File: src/rtl/task_scheduler_if.sv
// ----------------------------------------------------------------------------
// task_scheduler_if
//   Groups the control-register and task-manager signals of task_scheduler.
//   master : scheduler view (drives o_*, receives i_*)
//   slave  : environment view (control block + task manager)
//   Signals:
//     i_go            start a run (sampled in IDLE only)
//     i_abort         abandon the run in progress
//     i_enabled_tasks bit k-1 = task k enabled
//     i_tasks_done    task manager done flag (sticky until o_tm_rst)
//     o_tm_rst        reset to the task manager
//     o_current_task  task number granted, 0 = none
//     o_start_tests   one-cycle start pulse
//     o_busy          scheduler not idle
//     o_run_done      one-cycle end-of-run pulse
//     o_aborted       last run ended by i_abort
//     o_done_mask     bit k-1 set when task k completed
//     o_timeout_mask  bit k-1 set when task k timed out
// ----------------------------------------------------------------------------
interface task_scheduler_if;
   logic        i_go;
   logic        i_abort;
   logic [31:0] i_enabled_tasks;
   logic        i_tasks_done;
   logic        o_tm_rst;
   logic [31:0] o_current_task;
   logic        o_start_tests;
   logic        o_busy;
   logic        o_run_done;
   logic        o_aborted;
   logic [31:0] o_done_mask;
   logic [31:0] o_timeout_mask;

   modport master (
      input  i_go,
      input  i_abort,
      input  i_enabled_tasks,
      input  i_tasks_done,
      output o_tm_rst,
      output o_current_task,
      output o_start_tests,
      output o_busy,
      output o_run_done,
      output o_aborted,
      output o_done_mask,
      output o_timeout_mask
   );

   modport slave (
      output i_go,
      output i_abort,
      output i_enabled_tasks,
      output i_tasks_done,
      input  o_tm_rst,
      input  o_current_task,
      input  o_start_tests,
      input  o_busy,
      input  o_run_done,
      input  o_aborted,
      input  o_done_mask,
      input  o_timeout_mask
   );
endinterface : task_scheduler_if

File: src/rtl/task_scheduler.sv
// ----------------------------------------------------------------------------
// task_scheduler
//   Walks the task manager through every enabled task of a test run: for each
//   enabled task it resets the task manager, grants the task number, pulses
//   start and waits for done or a timeout, recording per-task done/timeout
//   masks for software. Sits between the control register block and the task
//   manager.
//   Ports:
//     i_clk  clock
//     i_rst  synchronous, active-high reset
//     bus    task_scheduler_if.master (go/abort/enables/done in; task-manager
//            controls, status and result masks out)
//   Parameters:
//     NUMBER_OF_TASKS  highest task index scanned (1..NUMBER_OF_TASKS, <=32)
//     TM_RST_CYCLES    cycles o_tm_rst is held before each task (>=1)
//     TIMEOUT_CYCLES   max WAIT_DONE cycles per task (>=2)
//     TIMEOUT_W        timer width, 2**TIMEOUT_W > TIMEOUT_CYCLES
// ----------------------------------------------------------------------------
module task_scheduler #(
   parameter int unsigned NUMBER_OF_TASKS = 16,
   parameter int unsigned TM_RST_CYCLES   = 4,
   parameter int unsigned TIMEOUT_CYCLES  = 100000,
   parameter int unsigned TIMEOUT_W       = 20
) (
   input  logic               i_clk,
   input  logic               i_rst,
   task_scheduler_if.master   bus
);

   localparam int unsigned IDX_W  = 6;
   localparam int unsigned SEL_W  = 5;
   localparam int unsigned TASK_W = 32;
   localparam int unsigned RST_W  = (TM_RST_CYCLES > 1) ? $clog2(TM_RST_CYCLES) : 1;

   typedef enum logic [2:0] {
      S_IDLE,
      S_SCAN,
      S_TM_RESET,
      S_START,
      S_WAIT_DONE,
      S_NEXT,
      S_FINISH
   } state_e;

   // State and datapath registers
   state_e              state_q,        state_d;
   logic [IDX_W-1:0]    idx_q,          idx_d;
   logic [TIMEOUT_W-1:0] timer_q,       timer_d;
   logic [RST_W-1:0]    rst_cnt_q,      rst_cnt_d;
   logic [TASK_W-1:0]   done_mask_q,    done_mask_d;
   logic [TASK_W-1:0]   timeout_mask_q, timeout_mask_d;
   logic                aborted_q,      aborted_d;

   // Registered outputs
   logic                tm_rst_q,       tm_rst_d;
   logic [TASK_W-1:0]   cur_task_q,     cur_task_d;
   logic                start_q,        start_d;
   logic                busy_q,         busy_d;
   logic                run_done_q,     run_done_d;

   // Mask bit of the task under idx; only meaningful while idx is 1..NUMBER_OF_TASKS
   logic [SEL_W-1:0]    bit_sel;
   logic                abort_ok;

   assign bit_sel  = SEL_W'(idx_q - IDX_W'(1));
   assign abort_ok = bus.i_abort && (state_q != S_IDLE) && (state_q != S_FINISH);

   // State register
   always_ff @(posedge i_clk) begin
      if (i_rst) begin
         state_q        <= S_IDLE;
         idx_q          <= '0;
         timer_q        <= '0;
         rst_cnt_q      <= '0;
         done_mask_q    <= '0;
         timeout_mask_q <= '0;
         aborted_q      <= 1'b0;
         tm_rst_q       <= 1'b0;
         cur_task_q     <= '0;
         start_q        <= 1'b0;
         busy_q         <= 1'b0;
         run_done_q     <= 1'b0;
      end else begin
         state_q        <= state_d;
         idx_q          <= idx_d;
         timer_q        <= timer_d;
         rst_cnt_q      <= rst_cnt_d;
         done_mask_q    <= done_mask_d;
         timeout_mask_q <= timeout_mask_d;
         aborted_q      <= aborted_d;
         tm_rst_q       <= tm_rst_d;
         cur_task_q     <= cur_task_d;
         start_q        <= start_d;
         busy_q         <= busy_d;
         run_done_q     <= run_done_d;
      end
   end

   // Next-state and next-output logic
   always_comb begin
      state_d        = state_q;
      idx_d          = idx_q;
      timer_d        = timer_q;
      rst_cnt_d      = rst_cnt_q;
      done_mask_d    = done_mask_q;
      timeout_mask_d = timeout_mask_q;
      aborted_d      = aborted_q;
      tm_rst_d       = 1'b0;
      cur_task_d     = '0;
      start_d        = 1'b0;
      busy_d         = 1'b0;
      run_done_d     = 1'b0;

      if (abort_ok) begin
         // Abort beats every other transition, including a same-cycle done
         state_d   = S_FINISH;
         aborted_d = 1'b1;
      end else begin
         unique case (state_q)
            S_IDLE: begin
               if (bus.i_go) begin
                  state_d        = S_SCAN;
                  idx_d          = IDX_W'(1);
                  done_mask_d    = '0;
                  timeout_mask_d = '0;
                  aborted_d      = 1'b0;
               end
            end

            // One index per cycle; enables are read live, not latched at go
            S_SCAN: begin
               if (idx_q > IDX_W'(NUMBER_OF_TASKS)) begin
                  state_d = S_FINISH;
               end else if (bus.i_enabled_tasks[bit_sel]) begin
                  state_d   = S_TM_RESET;
                  rst_cnt_d = '0;
               end else begin
                  idx_d = idx_q + IDX_W'(1);
               end
            end

            S_TM_RESET: begin
               if (rst_cnt_q == RST_W'(TM_RST_CYCLES - 1)) begin
                  state_d = S_START;
               end else begin
                  rst_cnt_d = rst_cnt_q + RST_W'(1);
               end
            end

            S_START: begin
               timer_d = '0;
               state_d = S_WAIT_DONE;
            end

            // Done is checked ahead of the timeout so it wins a tie
            S_WAIT_DONE: begin
               timer_d = timer_q + TIMEOUT_W'(1);
               if (bus.i_tasks_done) begin
                  done_mask_d[bit_sel] = 1'b1;
                  state_d              = S_NEXT;
               end else if (timer_q == TIMEOUT_W'(TIMEOUT_CYCLES - 1)) begin
                  timeout_mask_d[bit_sel] = 1'b1;
                  state_d                 = S_NEXT;
               end
            end

            S_NEXT: begin
               idx_d   = idx_q + IDX_W'(1);
               state_d = S_SCAN;
            end

            S_FINISH: begin
               state_d = S_IDLE;
            end

            default: begin
               state_d = S_IDLE;
            end
         endcase
      end

      // Outputs are registered copies of what the next state implies
      tm_rst_d   = (state_d == S_TM_RESET) || (state_d == S_FINISH);
      start_d    = (state_d == S_START);
      busy_d     = (state_d != S_IDLE);
      run_done_d = (state_d == S_FINISH);
      cur_task_d = ((state_d == S_IDLE) || (state_d == S_FINISH)) ? '0 : TASK_W'(idx_d);
   end

   assign bus.o_tm_rst       = tm_rst_q;
   assign bus.o_current_task = cur_task_q;
   assign bus.o_start_tests  = start_q;
   assign bus.o_busy         = busy_q;
   assign bus.o_run_done     = run_done_q;
   assign bus.o_aborted      = aborted_q;
   assign bus.o_done_mask    = done_mask_q;
   assign bus.o_timeout_mask = timeout_mask_q;

endmodule : task_scheduler

File: src/flat_wrapper.sv
// flat-port wrapper written by rule: the top's interface ports become plain ports
module task_scheduler_flat 
#(
   parameter int unsigned NUMBER_OF_TASKS = 16,
   parameter int unsigned TM_RST_CYCLES   = 4,
   parameter int unsigned TIMEOUT_CYCLES  = 100000,
   parameter int unsigned TIMEOUT_W       = 20
)
  (i_clk, i_rst, bus_i_go, bus_i_abort, bus_i_enabled_tasks, bus_i_tasks_done, bus_o_tm_rst, bus_o_current_task, bus_o_start_tests, bus_o_busy, bus_o_run_done, bus_o_aborted, bus_o_done_mask, bus_o_timeout_mask);
  task_scheduler_if bus_i ();
  input  logic i_clk;
  input  logic i_rst;
  input wire logic [$bits(bus_i.i_go)-1:0] bus_i_go;
  input wire logic [$bits(bus_i.i_abort)-1:0] bus_i_abort;
  input wire logic [$bits(bus_i.i_enabled_tasks)-1:0] bus_i_enabled_tasks;
  input wire logic [$bits(bus_i.i_tasks_done)-1:0] bus_i_tasks_done;
  output wire logic [$bits(bus_i.o_tm_rst)-1:0] bus_o_tm_rst;
  output wire logic [$bits(bus_i.o_current_task)-1:0] bus_o_current_task;
  output wire logic [$bits(bus_i.o_start_tests)-1:0] bus_o_start_tests;
  output wire logic [$bits(bus_i.o_busy)-1:0] bus_o_busy;
  output wire logic [$bits(bus_i.o_run_done)-1:0] bus_o_run_done;
  output wire logic [$bits(bus_i.o_aborted)-1:0] bus_o_aborted;
  output wire logic [$bits(bus_i.o_done_mask)-1:0] bus_o_done_mask;
  output wire logic [$bits(bus_i.o_timeout_mask)-1:0] bus_o_timeout_mask;
  assign bus_i.i_go = bus_i_go;
  assign bus_i.i_abort = bus_i_abort;
  assign bus_i.i_enabled_tasks = bus_i_enabled_tasks;
  assign bus_i.i_tasks_done = bus_i_tasks_done;
  assign bus_o_tm_rst = bus_i.o_tm_rst;
  assign bus_o_current_task = bus_i.o_current_task;
  assign bus_o_start_tests = bus_i.o_start_tests;
  assign bus_o_busy = bus_i.o_busy;
  assign bus_o_run_done = bus_i.o_run_done;
  assign bus_o_aborted = bus_i.o_aborted;
  assign bus_o_done_mask = bus_i.o_done_mask;
  assign bus_o_timeout_mask = bus_i.o_timeout_mask;
  task_scheduler #(.NUMBER_OF_TASKS(NUMBER_OF_TASKS), .TM_RST_CYCLES(TM_RST_CYCLES), .TIMEOUT_CYCLES(TIMEOUT_CYCLES), .TIMEOUT_W(TIMEOUT_W)) u_core (.i_clk(i_clk), .i_rst(i_rst), .bus(bus_i));
endmodule
File: config.mk
export PLATFORM = sky130hd
export DESIGN_NAME = task_scheduler_flat
export DESIGN_NICKNAME = d
export VERILOG_FILES = /design/src/rtl/task_scheduler_if.sv /design/src/rtl/task_scheduler.sv /design/src/flat_wrapper.sv
export SDC_FILE = /design/constraint.sdc
export NUM_CORES = 1
export LEC_CHECK = 0
export ABC_AREA = 1
export CAP_MARGIN = 20
export CELL_PAD_IN_SITES_DETAIL_PLACEMENT = 0
export CELL_PAD_IN_SITES_GLOBAL_PLACEMENT = 1
export CORE_MARGIN = 8
export CORE_UTILIZATION = 31
export DETAILED_ROUTE_END_ITERATION = 8
export GPL_TIMING_DRIVEN = 0
export PLACE_DENSITY_LB_ADDON = 0.1
export SLEW_MARGIN = 0
export SYNTH_ARGS = -nofsm -noshare
export SYNTH_HDL_FRONTEND = slang
export SYNTH_SLANG_ARGS = --single-unit
File: constraint.sdc
create_clock -name i_clk -period 2.2 [get_ports i_clk]
set_input_delay 0.33 -clock i_clk [delete_from_list [all_inputs] [get_ports i_clk]]
set_output_delay 0.33 -clock i_clk [all_outputs]
set_load 0.01 [all_outputs]
==> flow_summary.yaml, run 1 <==
synth:
  synth_edf_count: 0
  synth_xor_area_frac: 0.01531
  synth_top_flop_cell: "dfxtp_1"
  seq_area_frac_synth: 0.4188
  synth_top_family_by_area: "simple AND/OR/NAND/NOR gates"
  synth-simple-area-share: 0.3096
  synth_mux_area_frac: 0
  syn_area_mm2: 0.005067
  async_flop_share: 0
  synth_fa_ha_area_frac: 0.01728
  ys_ff_latch: 106
  synth.avg_cell_area_um2: 7.058
  syn_inst: 718
  synth-compound-area-share: 0.1220
  yosys_warnings: 0
  synth_cell_types: 46
global_routing:
  grtUsageTotal: 0.1525
  grt_pass1_vias: 4925
  grt_antenna_before_repair: 0
  grt_max_degree: 22
  grt_remaining_overflow: 0
  grt_pass1_wl_um: 24910
layout:
  layout-drive-gt1-share: 0.1593
  diodes: 0
  postLayoutCellArea_mm2: 0.007221
  final_nets: 924
  syn_to_final_growth_pct: 42.49
  fin_cells: 1101
detailed_routing:
  num_vias: 5010
  drt-initial-drc-count: 249
  first_pass_iters: 5
  route.detailed.drc: 0
  drt-wirelength-per-cell_um: 14.62
  routed_wl_um: 16100
  vias_per_cell: 4.550
  antenna_left: 0
setup_path:
  r2r_start: "u_core.idx_q[0]"
  critical_path_class: "reg2reg"
  worstSetupEndpointType: "flop"
  crit_arrival_ps: 2340
  crit_path_start_kind: "flop"
  rr_endpoint: "u_core.idx_q[3]"
  cp_max_fo: 7
  required_ps: 2430
  rr_worst_depth: 16
  reg2reg_slack_ps: 90
pwr:
  clkPwrFrac: 0.198
  pwr_density_cell_mw_per_mm2: 1141
  p_comb_frac: 0.530
  switchingPower_uw: 3763
  p_leak_uw: 0.003020
  internal-power_uw: 4476
  power_frac_seq: 0.272
  p_total_uw: 8239
  irDropWorstVdd_uv: 395.8
  p_sw_frac: 0.4568
worst_hold_path:
  worstHoldEndpoint: "u_core.bus.o_timeout_mask[3]"
  hold_path.class: "reg2reg"
  min_from: "u_core.bus.o_timeout_mask[3]"
  holdPathStages: 2
cts:
  clkSinkCount: 106
  clk_path_buf_depth: 2
  clockRootBuffer: "clkbuf_16"
  clk_latency_ps: 350
  cts_max_level: 3
  cts_buffers: 9
  cts_tree: "yes"
  ctsHoldBuffers: 0
  clk_pin_slew_ps: 80
placed_design:
  placedCellCount: 1070
  placed_area_mm2: 0.006543
  place_congestion: 0.7999
  portBuffers: 111
  dpl.hpwl_um: 12300
timing:
  hold_viol_final: 0
  setup_viol: 0
  finalCritPeriodShare: 0.9595
  period_minus_slack_ps: 2111
  worstMarginPinSlew_ps: 571.0
  max_slew_margin: 0.6168
  setup_tns_ps: 0
  finClkSkew_ps: 10.27
  clock.fmax_mhz: 473.7
  grt_setup_unrepaired: "yes"
  slew_violations: 0
  hold_ws_ps: 471.2
outcome:
  status: "finished clean"
run:
  drv_cap: 0
floorplanning:
  dieWidth_um: 143.9
  core-area_mm2: 0.01594
  dieArea_mm2: 0.02069
  initial_core_util: 0.3178
  io_pins: 138
  num_rows: 46
  die_h_um: 143.9
## stage by stage
stage | setup slack (ps) | utilization
floorplan | 53.84 | -
global placement | -593.1 | 0.4104
detailed placement | -638.3 | 0.4104
CTS | 1.719 | 0.4391
global route | -55.47 | 0.4529
finish | 88.99 | 0.4529
## cells in the final DEF (no fill, tap or decap), drive strengths merged, types with 2 or more instances in the layout
master         count
nor2             145
nand2            133
clkdlybuf4s50    111
dfxtp            106
a21oi             83
inv               80
nand3             51
buf               50
conb              26
clkbuf            20
nor3              16
o21ai             16
nand4              8
xor2               7
ha                 7
clkinv             4
nor4               2
clkinvlp           2
o211ai             2
a221oi             2
a31oi              2
o22ai              2
a211oi             2
## cell families (layout without fill, tap and decap cells)
logic type,Yosys count,in the layout
and+or+nand+nor,357,357
buffers and inverters,125,267
AOI/OAI and AO/OA,114,114
DFF,106,106
xor gates and xnor gates,8,8
adders and majority gates,7,7
other,1,26
## cells in the mapped netlist (2+ instances only)
cell | n | area (um^2)
nand4_2 | 2 | 25.02
a221oi_1 | 2 | 17.52
clkbuf_1 | 11 | 41.29
buf_2 | 6 | 30.03
nor2_4 | 2 | 22.52
nand2_1 | 126 | 473.0
dfxtp_1 | 106 | 2122
a21oi_1 | 83 | 415.4
buf_4 | 28 | 210.2
inv_2 | 8 | 30.03
ha_1 | 7 | 87.58
nand3_1 | 46 | 230.2
nor2_1 | 142 | 533.0
nand3_4 | 2 | 35.03
nand4_1 | 6 | 37.54
xor2_1 | 6 | 52.55
nor3_1 | 13 | 65.06
a31oi_1 | 2 | 12.51
nor3_2 | 2 | 20.02
inv_1 | 68 | 255.2
nor4_1 | 2 | 12.51
o22ai_1 | 2 | 12.51
nand2_2 | 6 | 37.54
o21ai_0 | 11 | 55.05
o21ai_1 | 5 | 25.02
nand3_2 | 3 | 30.03
o211ai_1 | 2 | 15.01
## metal layers
metal  wire [um]  vias to the layer above  global-route usage
li1            -                     2581                   -
met1        7329                     2316              0.1930
met2        7627                      109              0.2519
met3        1063                        4             0.03948
met4          75                        0             0.03818
met5           0                        -                   0
## state kept, by name, indices dropped and copies added, names as in the netlist, 2 cells and up
signal / count
u_core.rst_cnt_q: 2
u_core.bus.o_timeout_mask: 32
u_core.bus.o_done_mask: 32
u_core.idx_q: 6
u_core.bus.o_current_task: 6
u_core.state_q: 3
u_core.timer_q: 20
## how the worst max path moves through the flow
stage / start / to / slack, ps
after floorplan: u_core.idx_q[0] / u_core.idx_q[1] / 50
after global placement: u_core.idx_q[0] / u_core.bus.o_current_task[0] / -590
after detailed placement: u_core.idx_q[0] / u_core.bus.o_current_task[3] / -640
after CTS: u_core.idx_q[0] / u_core.bus.o_current_task[0] / 2
after global routing: u_core.idx_q[0] / u_core.idx_q[2] / -60
final: u_core.idx_q[0] / u_core.idx_q[3] / 90
## critical path, cell delays in order (launching register included)
cell and delay, ps:
dfxtp_4 370, inv_4 40, buf_12 130, ha_4 290
clkinvlp_4 170, nand3_2 110, nand3_1 80, nand3_2 100
nand3_2 90, nand2_4 110, nand2_4 90, inv_4 90
nand2_1 50, nand3_1 80, nand2_1 50, o21ai_1 100
nor2_1 50
## power groups by stage
stage	registers [uW]	logic, uW	clock network, uW
4_1_cts	2240	3920	1680
6_report	2240	4370	1630
3_3_place_gp	2280	3520	0
5_1_grt	2260	4830	1750
3_5_place_dp	2280	3550	0
2_1_floorplan	2300	2390	0
## area by class of cell
| type | count | area, um^2 |
|---|---|---|
| fill | 1675 | 8722 |
| multi-input combinational | 512 | 2635 |
| sequential | 106 | 2130 |
| timing repair buffer | 126 | 1224 |
| buffer | 46 | 336.6 |
| inverter | 79 | 320.3 |
| tap | 216 | 270.3 |
| clock buffer | 9 | 225.2 |
| clock inverter | 7 | 80.08 |
## timing repair
item | CTS | global route
setup endpoints to repair | 74 | 75
setup buffers | 5 | 10
resized for setup | 34 | 48
pin swaps | 5 | 10
No activity file was read; power rests on OpenSTA's default activity.
==> run 2, diff against run 1 <==
--- a/config.mk
+++ b/config.mk
@@ -11,10 +11,10 @@
 export CELL_PAD_IN_SITES_GLOBAL_PLACEMENT = 1
 export CORE_MARGIN = 8
 export CORE_UTILIZATION = 31
+export CTS_CLUSTER_SIZE = 40
 export DETAILED_ROUTE_END_ITERATION = 8
 export GPL_TIMING_DRIVEN = 0
 export PLACE_DENSITY_LB_ADDON = 0.1
-export SLEW_MARGIN = 0
 export SYNTH_ARGS = -nofsm -noshare
 export SYNTH_HDL_FRONTEND = slang
 export SYNTH_SLANG_ARGS = --single-unit
==> results of run 2 <==
Same layout as run 1: the final DEF is identical, and so are final timing and power.
==> run 3, diff against run 2 <==
--- a/config.mk
+++ b/config.mk
@@ -11,7 +11,7 @@
 export CELL_PAD_IN_SITES_GLOBAL_PLACEMENT = 1
 export CORE_MARGIN = 8
 export CORE_UTILIZATION = 31
-export CTS_CLUSTER_SIZE = 40
+export CTS_CLUSTER_SIZE = 12
 export DETAILED_ROUTE_END_ITERATION = 8
 export GPL_TIMING_DRIVEN = 0
 export PLACE_DENSITY_LB_ADDON = 0.1
==> results of run 3 <==
Same layout as run 1: the final DEF is identical, and so are final timing and power.
